`config.mk`:
```
export PLATFORM = sky130hd
export DESIGN_NAME = jtpang_vtiming
export DESIGN_NICKNAME = d
export VERILOG_FILES = /design/src/rtl/jtpang_vtiming.sv
export SDC_FILE = /design/constraint.sdc
export NUM_CORES = 1
export LEC_CHECK = 0
export BUFFER_PORTS_ARGS = -buffer_cell sky130_fd_sc_hd__buf_4
export CELL_PAD_IN_SITES_DETAIL_PLACEMENT = 1
export CELL_PAD_IN_SITES_GLOBAL_PLACEMENT = 1
export CORE_MARGIN = 1.5
export CORE_UTILIZATION = 39
export CTS_CLUSTER_DIAMETER = 40
export DETAILED_ROUTE_END_ITERATION = 12
export PLACE_DENSITY_LB_ADDON = 0.1
export REMOVE_ABC_BUFFERS = 1
export SYNTH_ARGS = -nofsm -noshare
export SYNTH_HDL_FRONTEND = slang
export SYNTH_SLANG_ARGS = --single-unit
export TNS_END_PERCENT = 10
```
`constraint.sdc`:
```
create_clock -name clk -period 3.6 [get_ports clk]
set_clock_uncertainty 0.1 [all_clocks]
set_input_delay 0.72 -clock clk [delete_from_list [all_inputs] [get_ports clk]]
set_output_delay 0.72 -clock clk [all_outputs]
set_load 0.005 [all_outputs]
```
`src/rtl/jtpang_vtiming.sv`:
```
// rtl/jtpang_vtiming.sv - fractional pixel enable, H/V raster timing and raster interrupts
// Optional build macro: JTPANG_VTIMING_IRQACK_EN (interrupts stay low until irq_ack)
module jtpang_vtiming #(
  parameter logic [3:0] CEN_N    = 4'd1,
  parameter logic [3:0] CEN_M    = 4'd3,
  parameter logic [8:0] HCNT_END = 9'd511,
  parameter logic [8:0] HB_START = 9'd459,
  parameter logic [8:0] HB_END   = 9'd75,
  parameter logic [8:0] HS_START = 9'd495,
  parameter logic [8:0] HS_LEN   = 9'd32,
  parameter logic [8:0] VCNT_END = 9'd271,
  parameter logic [8:0] VB_START = 9'd247,
  parameter logic [8:0] VB_END   = 9'd7,
  parameter logic [8:0] VS_START = 9'd263,
  parameter logic [8:0] VS_LEN   = 9'd3,
  parameter int         NIRQ     = 2
) (
  input  logic                 clk,
  input  logic                 rst,
  output logic                 pxl2_cen,
  output logic                 pxl_cen,
  output logic [8:0]           h,
  output logic [8:0]           v,
  output logic [8:0]           hf,
  output logic [7:0]           vf,
  input  logic                 flip,
  output logic                 LHBL,
  output logic                 LVBL,
  output logic                 HS,
  output logic                 VS,
  input  logic [9*NIRQ-1:0]    irq_line,
  input  logic [NIRQ-1:0]      irq_en,
  input  logic [NIRQ-1:0]      irq_ack,
  output logic [NIRQ-1:0]      irq_n
);

  // Sync pulses end a fixed distance after they start, wrapping around the count.
  localparam int HS_STOP_I = (int'(HS_START) + int'(HS_LEN)) % (int'(HCNT_END) + 1);
  localparam int VS_STOP_I = (int'(VS_START) + int'(VS_LEN)) % (int'(VCNT_END) + 1);
  localparam logic [8:0] HS_STOP = 9'(HS_STOP_I);
  localparam logic [8:0] VS_STOP = 9'(VS_STOP_I);

  logic [3:0]      acc_q, acc_d;
  logic [4:0]      acc_sum;
  logic            half_q, half_d;
  logic            pxl2_cen_q, pxl2_cen_d;
  logic            pxl_cen_q, pxl_cen_d;
  logic [8:0]      h_q, h_d, v_q, v_d, h_nxt, v_nxt;
  logic            h_end;
  logic            lhbl_q, lhbl_d, lvbl_q, lvbl_d;
  logic            hs_q, hs_d, vs_q, vs_d;
  logic            wrap_q, wrap_d;
  logic [NIRQ-1:0] evt_q, evt_d, irq_n_q, irq_n_d;

  // Fractional clock enable: pxl2 on every accumulator wrap, pxl on every other one.
  always_comb begin
    acc_sum    = {1'b0, acc_q} + {1'b0, CEN_N};
    pxl2_cen_d = (acc_sum >= {1'b0, CEN_M});
    acc_d      = pxl2_cen_d ? 4'(acc_sum - {1'b0, CEN_M}) : acc_sum[3:0];
    pxl_cen_d  = pxl2_cen_d & half_q;
    half_d     = half_q ^ pxl2_cen_d;
  end

  // Raster counters, blanking and sync; all move together with the pixel enable.
  always_comb begin
    h_end  = (h_q == HCNT_END);
    h_nxt  = h_end ? 9'd0 : h_q + 9'd1;
    v_nxt  = (v_q == VCNT_END) ? 9'd0 : v_q + 9'd1;
    h_d    = h_q;
    v_d    = v_q;
    lhbl_d = lhbl_q;
    lvbl_d = lvbl_q;
    hs_d   = hs_q;
    vs_d   = vs_q;
    wrap_d = 1'b0;
    if (pxl_cen_d) begin
      h_d = h_nxt;
      if (h_nxt == HB_START)      lhbl_d = 1'b0;
      else if (h_nxt == HB_END)   lhbl_d = 1'b1;
      if (h_nxt == HS_START)      hs_d = 1'b1;
      else if (h_nxt == HS_STOP)  hs_d = 1'b0;
      if (h_end) begin
        wrap_d = 1'b1;
        v_d    = v_nxt;
        if (v_nxt == VB_START)     lvbl_d = 1'b0;
        else if (v_nxt == VB_END)  lvbl_d = 1'b1;
        if (v_nxt == VS_START)     vs_d = 1'b1;
        else if (v_nxt == VS_STOP) vs_d = 1'b0;
      end
    end
  end

  // Raster interrupts: event on the wrap into the compare line, request one clk later.
  always_comb begin
    evt_d   = '0;
    irq_n_d = irq_n_q;
    for (int k = 0; k < NIRQ; k++) begin
      evt_d[k] = wrap_d & irq_en[k] & (v_nxt == irq_line[9*k +: 9]);
`ifdef JTPANG_VTIMING_IRQACK_EN
      if (!irq_en[k])       irq_n_d[k] = 1'b1;
      else if (evt_q[k])    irq_n_d[k] = 1'b0;
      else if (irq_ack[k])  irq_n_d[k] = 1'b1;
`else
      if (!irq_en[k])       irq_n_d[k] = 1'b1;
      else if (evt_q[k])    irq_n_d[k] = 1'b0;
      else if (wrap_q)      irq_n_d[k] = 1'b1;
`endif
    end
  end

`ifdef JTPANG_VTIMING_IRQACK_EN
  logic unused_wrap;
  assign unused_wrap = wrap_q;
`else
  logic unused_ack;
  assign unused_ack = ^irq_ack;
`endif

  // State registers with asynchronous reset.
  always_ff @(posedge clk or posedge rst) begin
    if (rst) begin
      acc_q      <= '0;
      half_q     <= 1'b0;
      pxl2_cen_q <= 1'b0;
      pxl_cen_q  <= 1'b0;
      h_q        <= '0;
      v_q        <= '0;
      lhbl_q     <= 1'b0;
      lvbl_q     <= 1'b0;
      hs_q       <= 1'b0;
      vs_q       <= 1'b0;
      wrap_q     <= 1'b0;
      evt_q      <= '0;
      irq_n_q    <= '1;
    end else begin
      acc_q      <= acc_d;
      half_q     <= half_d;
      pxl2_cen_q <= pxl2_cen_d;
      pxl_cen_q  <= pxl_cen_d;
      h_q        <= h_d;
      v_q        <= v_d;
      lhbl_q     <= lhbl_d;
      lvbl_q     <= lvbl_d;
      hs_q       <= hs_d;
      vs_q       <= vs_d;
      wrap_q     <= wrap_d;
      evt_q      <= evt_d;
      irq_n_q    <= irq_n_d;
    end
  end

  assign pxl2_cen = pxl2_cen_q;
  assign pxl_cen  = pxl_cen_q;
  assign h        = h_q;
  assign v        = v_q;
  assign hf       = h_q ^ {9{flip}};
  assign vf       = v_q[7:0] ^ {8{flip}};
  assign LHBL     = lhbl_q;
  assign LVBL     = lvbl_q;
  assign HS       = hs_q;
  assign VS       = vs_q;
  assign irq_n    = irq_n_q;

endmodule

```
Word level (Yosys, flattened, before mapping)
Index checks and enable logic that the tools add are counted.
{"block": "totals", "in_bits": 25, "ff_bits": 34, "word_cells": 68, "out_inout_bits": 43}
{"block": "op_classes", "n_reduce_logical": 9, "order_cmp": 1, "n_mux": 18, "n_addsub": 4, "n_eq_ne": 14, "n_bitwise": 8}
{"cell": "== test 9 bit, second input constant", "n": 6}
{"cell": "adder 9 x 1 -> 9 bit, second input constant", "n": 2}
{"cell": "== test 9 bit", "n": 2}
{"cell": "2-to-1 mux 9 bit", "n": 2}
{"cell": "2-to-1 mux 1 bit", "n": 15}
{"cell": "== test 9 x 3 -> 1 bit, second input constant", "n": 1}
{"cell": "== test 9 x 4 -> 1 bit, second input constant", "n": 1}
{"cell": "== test 9 x 7 -> 1 bit, second input constant", "n": 1}
{"cell": "== test 9 x 8 -> 1 bit, second input constant", "n": 1}
{"cell": "XOR 9 bit", "n": 1}
{"cell": "nonzero test 2 bit", "n": 4}
{"cell": "XOR 8 bit", "n": 1}
{"cell": "!= test 3 x 1 -> 1 bit, second input constant", "n": 2}
{"cell": "AND reduction 2 bit", "n": 3}
{"cell": "AND reduction 3 bit", "n": 2}
{"cell": "adder 4 x 1 -> 5 bit, second input constant", "n": 1}
{"cell": "bitwise AND 1 bit", "n": 5}
{"cell": ">= comparator 5 x 2 -> 1 bit, second input constant", "n": 1}
{"cell": "2-to-1 mux 4 bit", "n": 1}
{"cell": "subtractor 4 x 2 -> 4 bit, second input constant", "n": 1}
{"cell": "XOR 1 bit", "n": 1}

Longest topological paths before layout
{"block": "logic_depth", "word_depth": 6, "ltp_mapped": 11, "ltp_nobuf": 11}

Worst setup path after synthesis
No wires, ideal clock.
{"block": "synth_path", "path_kind": "register to register", "from": "register acc_q[0]", "to": "register evt_q[1]", "synth_period_minus_slack_ps": 2714, "path_buffers": 0, "path_slack_ps": 886, "stages_incl_launch_ff": 12, "arrival_time_ps": 2513, "t_required_ps": 3399, "setup_ps": 101, "cell_sequence": "dfrtp_1 -> inv_1 -> ha_1 -> o21ai_0 -> a2111o_1 -> ha_1 -> nand2_1 -> inv_2 -> nand4_1 -> a2111oi_0 -> o211ai_1 -> nor4_1"}
{"block": "synth_via", "elab_chain_cells": 6}
{"item": "start, declared", "line_no": "43", "text": "logic [3:0] acc_q, acc_d;"}
{"item": "start signal, assigned", "line_no": "122", "text": "acc_q <= '0;"}
{"item": "start signal, assigned", "line_no": "136", "text": "acc_q <= acc_d;"}
{"item": "adder 4 x 1 -> 5 bit", "line_no": "57", "text": "acc_sum = {1'b0, acc_q} + {1'b0, CEN_N};"}
{"item": ">= comparator 5 x 2 -> 1 bit", "line_no": "58", "text": "pxl2_cen_d = (acc_sum >= {1'b0, CEN_M});"}
{"item": "named net pxl2_cen_d", "line_no": "46", "text": "logic pxl2_cen_q, pxl2_cen_d;"}
{"item": "bitwise AND 1 bit", "line_no": "60", "text": "pxl_cen_d = pxl2_cen_d & half_q;"}
{"item": "named net pxl_cen_d", "line_no": "47", "text": "logic pxl_cen_q, pxl_cen_d;"}
{"item": "2-to-1 mux 1 bit", "line_no": "76", "text": "if (pxl_cen_d) begin"}
{"item": "named net wrap_d", "line_no": "52", "text": "logic wrap_q, wrap_d;"}
{"item": "bitwise AND 1 bit (2 in a row)", "line_no": "98", "text": "evt_d[k] = wrap_d & irq_en[k] & (v_nxt == irq_line[9*k +: 9]);"}
{"item": "named net evt_d[1]", "line_no": "53", "text": "logic [NIRQ-1:0] evt_q, evt_d, irq_n_q, irq_n_d;"}
{"item": "end signal, assigned", "line_no": "147", "text": "evt_q <= evt_d;"}
{"item": "end, declared", "line_no": "53"}
The timed path passes the listed nets, and every way through them passes these cells.
A chain may end at the register's enable or synchronous reset.

Worst setup path after layout
{"block": "layout_path", "from": "register acc_q[0]", "to": "register evt_q[0]"}
Same word-level chain as after synthesis.

==> reports/results.txt <==
status: complete, no violations
DP Area: 3082 sq um
top sig layer: met4
clk_lat worst skew: 0.29 ns
number of synthesized flops with an enable pin: 0
Initial Util: 40.01%
Antenna Nets Post-Route: 0
grt ovf: 0
setup ws final: 0.4710 ns
# diodes: 0
Sum Neg Setup Slack: 0 ns
Tmin final: 3.129 ns
CTS resizes: 0
RSZ-0062 raised after global routing: no
DRC: 0
Worst VDD drop: 0.0001644 V
die width: 83.48 um
CP Capture Type: flop
Synth area leaders: dfrtp_1 (32%), xor2_1 (9.4%), xnor2_1 (5.2%), ha_1 (4.5%), nand2_1 (4.5%)
most used cell, CP: ha_1
CP peak stage delay: 0.43 ns
Pre-antenna DRT Iters: 4
placed instance count: 408
Mapped Area: 2526 sq um
worst slack, placed: 0.4295 ns
metal2 WL: 3468 um
endpoints failing setup: 0
GPL Wtd Cong: 0.8479
CTS clk-pin slew, worst paths: 0.07 ns
Worst EP arrival: 3.21 ns
drt initial violations: 102
hold slack: 0.3051 ns
PD cells: 232.6 nW/um^2
final hold vios: 0
Worst EP required: 3.68 ns
dominant synthesized flop cell: dfrtp_1
crit share post-route: 86.92%
synth cell count leaders: dfrtp_1 (32), nand2_1 (30), xor2_1 (27)
share of the synthesized area in the top cell type: 31.70%
Routed WL: 7326 um
die area: 6969 sq um
crit start category: flop
num ports: 68
CTS sink count: 34
first-pass GRT wire length: 12380 um
Die H: 83.48 um
number of antenna violations at the first check in global routing: 0
routed wl met3: 250 um
clk buf depth: 2
Post-DP HPWL: 5337 um
cells after synthesis: 277
Async S/R FF share, synth: 100.0%
core box area: 6314 sq um
crit path max fanout: 6
pin count of the biggest net entering global routing: 35
kind of critical path: reg -> reg
Synth Register Bits: 34
fmax: 319.6 MHz
MaxCap Viol Count: 0
most common cell in the netlist: dfrtp_1
Final Max Slew Viols: 0
Netlist cell types: 61
Clock Tree Root: clkbuf_8
worst-margin pin slew: 0.6922 ns
hold crit path type: reg -> reg
Syn. warnings: 0
fraction of layout cells with a size suffix above 1: 26.84%
total number of vias: 2276
drt wl/cell: 17.61 um
synthesized area per cell: 9.120 sq um
M1 WL: 3542 um
Via-to-Cell Ratio: 5.471
area leader, netlist: dfrtp_1
Worst path slowest cell: dfrtp_1
worst path cell trace: inv_1, ha_1, o21ai_0, a2111o_1, ha_1, nand2_1, inv_2, buf_4, nand3_1, a311oi_1, nand4_1, a2111oi_2
final instance area: 3164 sq um
total CTS buffers: 5
Post-Layout Cell Count: 416
Slew headroom: 53.85%
post-synthesis sequential area ratio: 33.78%
vias in the first global route: 2332
TritonCTS clock tree: done
Syn-to-layout area delta: 25.26%
GRT Util Overall: 22.33%
Site Rows: 29
Total Nets Final: 372
Port-buffer cells: 65
hold buffers post-CTS: 0
Post CTS Setup Buffer Count: 0
Leakage Power: 1.478 nW
H-tree levels: 2
## report_power, final
part           leakage, nW  switching (mW)  internal, mW  total [mW]
Combinational        0.974          0.0323        0.0402      0.0725
Clock               0.0450           0.148         0.134       0.282
Sequential           0.459               0         0.382       0.382
## cell usage in the layout, fill, tap and decap left out, types with 9 or more instances in the layout
master   instances
nor2_1          16
xor2_1          27
nand2_1         30
dfrtp_1         32
buf_4           72
o21ai_0         17
xnor2_1         15
ha_1             9
inv_1           14
## path summary, 6_finish.rpt
kind | startpoint | cells past startpoint | endpoint | slack (ns)
worst min-delay path | evt_q[0] | 1 | irq_n[0] | 0.31
min in group asynchronous | rst | 3 | pxl2_cen | 0.42
worst min register to register | evt_q[0] | 1 | irq_n[0] | 0.31
worst max-delay path | acc_q[0] | 12 | evt_q[0] | 0.47
worst max register to register | acc_q[0] | 12 | evt_q[0] | 0.47
max in group asynchronous | rst | 3 | irq_n[0] | 2.63
## per-layer routing
layer,GRT usage (%),up-vias
met5,0,-
met4,5.365,0
met3,3.759,4
met2,35.85,45
met1,31.62,1129
li1,-,1098
## worst max-delay path: cells and delay by family (launching register included)
family                     cells  cell delay, ns
buffers and inverters          3            0.41
DFF                            1            0.43
AOI/OAI and AO/OA              4            1.12
adders and majority gates      2            0.56
and+or+nand+nor                3            0.40
## final cells by class
type	count	area (sq um)
inverters	15	56.30
multi-input cells	210	1535
fillers	758	3149
well taps	77	96.34
flip-flops and latches	34	853.3
clock inverters	2	10.01
repair buffers	72	540.5
clock buffers	6	72.57
## stage by stage
step	utilization (%)	total power, mW
3_3_place_gp	48.81	0.4620
5_1_grt	50.12	0.7719
2_1_floorplan	-	0.4153
3_5_place_dp	48.81	0.4629
6_report	50.12	0.7361
4_1_cts	50.12	0.7437
## state kept, by name, summed over array words and instances (netlist names)
signal / flops
h: 9
v: 9
acc_q: 4
evt_q: 2
irq_n: 2
HS: 1
LHBL: 1
LVBL: 1
VS: 1
half_q: 1
pxl2_cen: 1
pxl_cen: 1
wrap_q: 1
## cell families (layout without fill, tap and decap cells)
group                      Yosys count  count (layout)  share of synthesized area [%]
and+or+nand+nor                     92              92                          18.97
buffers and inverters               33              95                          5.448
AOI/OAI and AO/OA                   57              57                          16.49
muxes                                5               5                          2.080
DFF                                 34              34                          33.78
adders and majority gates            9               9                          4.458
xor gates and xnor gates            47              47                          18.77
Note: power is estimated with default switching activity, not from simulation.
